File: config.mk
export PLATFORM = sky130hd
export DESIGN_NAME = ecap5_dwbarb
export DESIGN_NICKNAME = d
export VERILOG_FILES = /design/src/rtl/ecap5_dwbarb.sv
export SDC_FILE = /design/constraint.sdc
export NUM_CORES = 1
export LEC_CHECK = 0
export CORE_AREA = 5 5 122 124
export DETAILED_ROUTE_END_ITERATION = 12
export DIE_AREA = 0 0 127 129
export PLACE_DENSITY = 0.59
export SYNTH_ARGS = -nofsm -noshare
export SYNTH_HDL_FRONTEND = slang
export SYNTH_SLANG_ARGS = --single-unit
export TNS_END_PERCENT = 5
File: constraint.sdc
create_clock -name clk_i -period 3.9 [get_ports clk_i]
set_input_delay 0.78 -clock clk_i [delete_from_list [all_inputs] [get_ports clk_i]]
set_output_delay 0.78 -clock clk_i [all_outputs]
set_load 0.02 [all_outputs]
File: src/rtl/ecap5_dwbarb.sv
// Two-master to one-slave Wishbone B4 pipelined arbiter.
// Ownership is held for a whole cyc span; routing is purely combinational.
module ecap5_dwbarb #(
  parameter int FIXED_PRIORITY = 0
) (
  input  logic        clk_i,
  input  logic        rst_i,

  input  logic [31:0] m0_wb_adr_i,
  input  logic [31:0] m0_wb_dat_i,
  output logic [31:0] m0_wb_dat_o,
  input  logic        m0_wb_we_i,
  input  logic [3:0]  m0_wb_sel_i,
  input  logic        m0_wb_stb_i,
  input  logic        m0_wb_cyc_i,
  output logic        m0_wb_ack_o,
  output logic        m0_wb_stall_o,

  input  logic [31:0] m1_wb_adr_i,
  input  logic [31:0] m1_wb_dat_i,
  output logic [31:0] m1_wb_dat_o,
  input  logic        m1_wb_we_i,
  input  logic [3:0]  m1_wb_sel_i,
  input  logic        m1_wb_stb_i,
  input  logic        m1_wb_cyc_i,
  output logic        m1_wb_ack_o,
  output logic        m1_wb_stall_o,

  output logic [31:0] s_wb_adr_o,
  output logic [31:0] s_wb_dat_o,
  output logic        s_wb_we_o,
  output logic [3:0]  s_wb_sel_o,
  output logic        s_wb_stb_o,
  output logic        s_wb_cyc_o,
  input  logic [31:0] s_wb_dat_i,
  input  logic        s_wb_ack_i,
  input  logic        s_wb_stall_i
);

  typedef enum logic [1:0] {IDLE, GNT0, GNT1} state_t;

  typedef struct packed {
    logic [31:0] adr;
    logic [31:0] dat;
    logic        we;
    logic [3:0]  sel;
    logic        stb;
    logic        cyc;
  } wb_req_t;

  state_t  state_q, state_d;
  logic    last_q, last_d;   // 0: m0 granted last, 1: m1 granted last
  wb_req_t req0, req1, sreq;
  logic    gnt0, gnt1;

  assign req0 = {m0_wb_adr_i, m0_wb_dat_i, m0_wb_we_i, m0_wb_sel_i, m0_wb_stb_i, m0_wb_cyc_i};
  assign req1 = {m1_wb_adr_i, m1_wb_dat_i, m1_wb_we_i, m1_wb_sel_i, m1_wb_stb_i, m1_wb_cyc_i};

  // last_q resets to m1 so the first round-robin tie goes to m0
  always_ff @(posedge clk_i) begin
    if (rst_i) begin
      state_q <= IDLE;
      last_q  <= 1'b1;
    end else begin
      state_q <= state_d;
      last_q  <= last_d;
    end
  end

  always_comb begin
    state_d = state_q;
    last_d  = last_q;
    case (state_q)
      IDLE: begin
        if (m0_wb_cyc_i && (!m1_wb_cyc_i || FIXED_PRIORITY != 0 || last_q)) begin
          state_d = GNT0;
          last_d  = 1'b0;
        end else if (m1_wb_cyc_i) begin
          state_d = GNT1;
          last_d  = 1'b1;
        end
      end
      GNT0:    if (!m0_wb_cyc_i) state_d = IDLE;
      GNT1:    if (!m1_wb_cyc_i) state_d = IDLE;
      default: state_d = IDLE;
    endcase
  end

  always_comb begin
    sreq = '0;
    gnt0 = 1'b0;
    gnt1 = 1'b0;
    case (state_q)
      GNT0: begin
        sreq = req0;
        gnt0 = 1'b1;
      end
      GNT1: begin
        sreq = req1;
        gnt1 = 1'b1;
      end
      default: ;
    endcase
  end

  assign s_wb_adr_o = sreq.adr;
  assign s_wb_dat_o = sreq.dat;
  assign s_wb_we_o  = sreq.we;
  assign s_wb_sel_o = sreq.sel;
  assign s_wb_stb_o = sreq.stb;
  assign s_wb_cyc_o = sreq.cyc;

  // Responses in IDLE (including late acks) reach nobody
  assign m0_wb_dat_o   = gnt0 ? s_wb_dat_i : '0;
  assign m0_wb_ack_o   = gnt0 & s_wb_ack_i;
  assign m0_wb_stall_o = ~gnt0 | s_wb_stall_i;
  assign m1_wb_dat_o   = gnt1 ? s_wb_dat_i : '0;
  assign m1_wb_ack_o   = gnt1 & s_wb_ack_i;
  assign m1_wb_stall_o = ~gnt1 | s_wb_stall_i;

endmodule

==> flow_summary.html <==
<table>
<tr><th>Metric</th><th>Value</th></tr>
<tr><th colspan="2">Outcome</th></tr>
<tr><td>Run status</td><td>finished clean</td></tr>
<tr><th colspan="2">Setup path</th></tr>
<tr><td>Arrival time at the worst endpoint</td><td>2.40 ns</td></tr>
<tr><td>Type of the setup path with the least slack</td><td>flip-flop to primary output</td></tr>
<tr><td>CP delay by family, top</td><td>buffers and inverters</td></tr>
<tr><td>Critical path buffers and inverters</td><td>3</td></tr>
<tr><td>Critical Path Start Type</td><td>flip-flop</td></tr>
<tr><td>Slowest cell on the critical path</td><td>sky130_fd_sc_hd__clkdlybuf4s50_1</td></tr>
<tr><td>Delay of the slowest critical-path stage</td><td>roughly 0.64 ns</td></tr>
<tr><td>Maximum fanout along the worst path</td><td>approximately 70</td></tr>
<tr><td>Critical path endpoint category</td><td>primary output</td></tr>
<tr><td>Endpoint required time on the critical path</td><td>3.12 ns</td></tr>
<tr><td>Ordered list of cells on the worst path</td><td>inv_1 -&gt; ha_2 -&gt; buf_4 -&gt; nor2b_1 -&gt; clkdlybuf4s50_1</td></tr>
<tr><th colspan="2">Yosys</th></tr>
<tr><td>Compound-cell area share of the yosys netlist</td><td>approximately a third</td></tr>
<tr><td>Number of unique standard cell types used by synthesis</td><td>21</td></tr>
<tr><td>Number of enable-type register cells in the synthesized netlist</td><td>0</td></tr>
<tr><td>Share of synthesized area spent on multiplexers</td><td>0%</td></tr>
<tr><td>Sequential area share after synthesis</td><td>3.359%</td></tr>
<tr><td>Post-synthesis async set-or-reset flop share</td><td>0%</td></tr>
<tr><td>Primary flip-flop cell chosen by synthesis mapping</td><td>sky130_fd_sc_hd__dfxtp_1</td></tr>
<tr><td>YS warnings</td><td>0</td></tr>
<tr><td>Main combinational cell family by area after synthesis</td><td>simple AND/OR/NAND/NOR gates</td></tr>
<tr><td>Netlist Area Pre-Place</td><td>1788 µm²</td></tr>
<tr><td>Simple-gate area share of the yosys netlist</td><td>49.62%</td></tr>
<tr><td>XOR/XNOR Fraction of Synth Area</td><td>0%</td></tr>
<tr><td>Area share of fa/ha/maj cells after synthesis</td><td>roughly 2.1%</td></tr>
<tr><td>Cell count after synthesis</td><td>roughly 260</td></tr>
<tr><td>Synth Register Bits</td><td>3</td></tr>
<tr><td>Synth Net Count</td><td>between 400 and 500</td></tr>
<tr><td>Post-Synthesis Mean Instance Area</td><td>roughly 7 µm²</td></tr>
<tr><th colspan="2">Timing</th></tr>
<tr><td>Accumulated negative setup slack</td><td>0 ns</td></tr>
<tr><td>Unrepaired setup endpoints after global routing</td><td>false</td></tr>
<tr><td>Fin Clk Skew</td><td>~0.0014 ns</td></tr>
<tr><td>Achievable frequency</td><td>between 300 and 400 MHz</td></tr>
<tr><td>Final-report hold violation count</td><td>0</td></tr>
<tr><td>Final critical-path setup slack</td><td>between 0.7 and 0.8 ns</td></tr>
<tr><td>Relative slew margins</td><td>approximately three fifths</td></tr>
<tr><td>Count of final max-slew check failures</td><td>0</td></tr>
<tr><td>Final worst-path cycle share</td><td>between 80 and 90%</td></tr>
<tr><td>Count of final setup violators</td><td>0</td></tr>
<tr><td>Actual transition at the worst max-transition pin</td><td>0.5882 ns</td></tr>
<tr><td>Min Tclk post-route</td><td>around 3.2 ns</td></tr>
<tr><th colspan="2">Layout</th></tr>
<tr><td>Share of cells above drive strength 1</td><td>between 2 and 2.5%</td></tr>
<tr><td>Post-layout nets</td><td>about 740</td></tr>
<tr><td>Post-Layout Inst Area</td><td>approximately 5200 µm²</td></tr>
<tr><td>Antenna diode count</td><td>0</td></tr>
<tr><td>Area growth syn-to-layout</td><td>188.9%</td></tr>
<tr><th colspan="2">Power</th></tr>
<tr><td>P_sw</td><td>around 0.00038 W</td></tr>
<tr><td>Cell-internal power</td><td>slightly above 0.0006 W</td></tr>
<tr><td>Portion of total power attributed to sequential cells</td><td>~3.8%</td></tr>
<tr><td>Static leakage</td><td>approximately 1.7 nW</td></tr>
<tr><td>Power per standard cell area</td><td>around 190 nW/µm²</td></tr>
<tr><td>Power share of the clock group</td><td>16.2%</td></tr>
<tr><td>Combinational share of power</td><td>80.0%</td></tr>
<tr><td>Proportion of total power due to net switching</td><td>38.56%</td></tr>
<tr><td>Overall power after layout</td><td>0.0009899 W</td></tr>
<tr><td>Maximum VDD drop</td><td>between 0.0003 and 0.0004 V</td></tr>
<tr><th colspan="2">Clocking</th></tr>
<tr><td>Longest Clk Path Bufs</td><td>2</td></tr>
<tr><td>Sink Count</td><td>3</td></tr>
<tr><td>Quantity of hold-fixing buffers added after cts</td><td>0</td></tr>
<tr><td>Number of H-tree levels</td><td>1</td></tr>
<tr><td>Clock latency reported for the late side of the worst-skew pair</td><td>0.22 ns</td></tr>
<tr><td>TritonCTS Buffers</td><td>3</td></tr>
<tr><td>PostCTS Resize Cnt</td><td>0</td></tr>
<tr><td># Post-CTS Setup Buffers</td><td>0</td></tr>
<tr><td>Register clock-pin slew on the reported worst setup and hold paths</td><td>~0.030 ns</td></tr>
<tr><td>Root Driver</td><td>sky130_fd_sc_hd__clkbuf_16</td></tr>
<tr><td>CTS tree</td><td>done</td></tr>
<tr><th colspan="2">Global routing</th></tr>
<tr><td>Via count of the first global-routing pass</td><td>about 3100</td></tr>
<tr><td>Grt total ovfl</td><td>0</td></tr>
<tr><td>Pin count of the biggest net entering global routing</td><td>between 70 and 80</td></tr>
<tr><td>Wire length of the first global-routing pass</td><td>between 15000 and 20000 µm</td></tr>
<tr><td>Overall Global Routing Usage</td><td>12.93%</td></tr>
<tr><td>Antenna violations before repair</td><td>0</td></tr>
<tr><th colspan="2">Route</th></tr>
<tr><td>Number of iterations in the first detailed-routing pass</td><td>4</td></tr>
<tr><td>Antenna-violating nets left</td><td>0</td></tr>
<tr><td>Initial drt markers</td><td>between 100 and 150</td></tr>
<tr><td>Residual DRC</td><td>0</td></tr>
<tr><td>Total wire length</td><td>roughly 12000 µm</td></tr>
<tr><td>Final routed wire length divided by cell count</td><td>roughly 16 µm</td></tr>
<tr><td>Routed via count divided by cell count</td><td>about 4.2</td></tr>
<tr><td>Count of vias placed by the detailed router</td><td>between 3000 and 4000</td></tr>
<tr><th colspan="2">Floorplanning</th></tr>
<tr><td>Number of core rows</td><td>43</td></tr>
<tr><td>Core Box Area</td><td>13670 µm²</td></tr>
<tr><td>DIE WIDTH</td><td>approximately 130 µm</td></tr>
<tr><td>Starting density of the core</td><td>between 10% and 20%</td></tr>
<tr><td>Ports placed on the boundary</td><td>around 320</td></tr>
<tr><td>Chip height</td><td>around 130 µm</td></tr>
<tr><td>Area of the die</td><td>16380 µm²</td></tr>
<tr><th colspan="2">Placed design</th></tr>
<tr><td>Placer Congestion</td><td>0.8537</td></tr>
<tr><td>Detail Placement HPWL</td><td>9817 µm</td></tr>
<tr><td>DP Area</td><td>between 5000 and 6000 µm²</td></tr>
<tr><td>Worst slack at placement</td><td>~0.9 ns</td></tr>
<tr><td>IO buf count</td><td>about 320</td></tr>
<tr><th colspan="2">Min path</th></tr>
<tr><td>HP Class</td><td>flip-flop to flip-flop</td></tr>
<tr><th colspan="2">Run</th></tr>
<tr><td>Max-cap violations</td><td>0</td></tr>
</table>
-- power by group through the flow --
stage	clock network [W]	logic (W)	registers [W]
detailed placement	0	0.000799	0.0000383
CTS	0.000164	0.000802	0.0000380
global placement	0	0.000795	0.0000380
global route	0.000168	0.000845	0.0000382
finish	0.000161	0.000791	0.0000378
floorplan	0	0.000390	0.0000367
-- stage by stage --
stage	hold WS (ns)	utilization, %	cells
2_1_floorplan	0.4876	-	261
3_3_place_gp	0.5380	37.22	731
3_5_place_dp	0.5420	37.22	731
4_1_cts	0.5561	37.80	735
5_1_grt	0.5899	37.80	735
6_report	0.5518	37.80	735
-- worst min-delay path: stages, from the launching register on --
cell and delay (ns):
sky130_fd_sc_hd__dfxtp_1 0.33, sky130_fd_sc_hd__nand2b_1 0.10, sky130_fd_sc_hd__o32ai_2 0.06
-- flip-flops by register name, indices dropped and copies added, names as in the netlist --
name,cells
last_q,1
state_q,2
-- cells in the mapped netlist, types with 3 or more instances --
master	count	area [µm²]
sky130_fd_sc_hd__nor2b_1	71	444.2
sky130_fd_sc_hd__a22oi_1	70	525.5
sky130_fd_sc_hd__and2_1	66	412.9
sky130_fd_sc_hd__buf_2	9	45.04
sky130_fd_sc_hd__clkbuf_1	7	26.28
sky130_fd_sc_hd__buf_4	6	45.04
sky130_fd_sc_hd__clkbuf_2	6	30.03
sky130_fd_sc_hd__inv_1	4	15.01
sky130_fd_sc_hd__buf_6	3	33.78
sky130_fd_sc_hd__dfxtp_1	3	60.06
sky130_fd_sc_hd__ha_1	3	37.54
sky130_fd_sc_hd__nand2b_1	3	18.77
-- kinds of logic after synthesis --
| logic type | count (synthesis) |
|---|---|
| adder cells (fa/ha/maj) | 3 |
| AND/OR/NAND/NOR | 142 |
| flip-flops | 3 |
| buffers and inverters | 35 |
| AO/OA/AOI/OAI | 78 |
-- path summary, 6_finish.rpt --
| kind | start | cells past startpoint | slack, ns | end |
|---|---|---|---|---|
| max | state_q[0] | 5 | 0.72 | s_wb_adr_o[21] |
| min | state_q[1] | 2 | 0.55 | state_q[1] |
| max reg2reg | state_q[0] | 6 | 2.10 | state_q[0] |
| min reg2reg | state_q[1] | 2 | 0.55 | state_q[1] |
-- cells in the final DEF, fill, tap and decap left out, drive strengths merged --
cell type	synthesis	layout
inv	4	4
clkbuf	13	4
ha	3	3
nor2	1	1
a21boi	1	1
and2	66	66
dfxtp	3	3
a311o	1	1
buf	18	5
o32ai	2	2
a22oi	71	71
nor2b	71	71
nand3b	1	1
a21oi	2	2
a211o	1	1
nand2b	3	3
clkdlybuf4s50	0	316
-- layer usage --
metal | global-route usage, % | share of wire [%]
met5 | 0 | 0
met1 | 15.38 | 39
met4 | 2.965 | 2.1
met3 | 3.072 | 8.1
met2 | 23.54 | 51
-- area by class of cell --
class	count	area, µm²
clock buffers	4	78.83
fillers	1414	8501
inverters	4	15.01
multi-input cells	223	1560
flip-flops and latches	3	60.06
well taps	180	225.2
repair buffers	321	3226
Power figures use the tool's default switching activity.
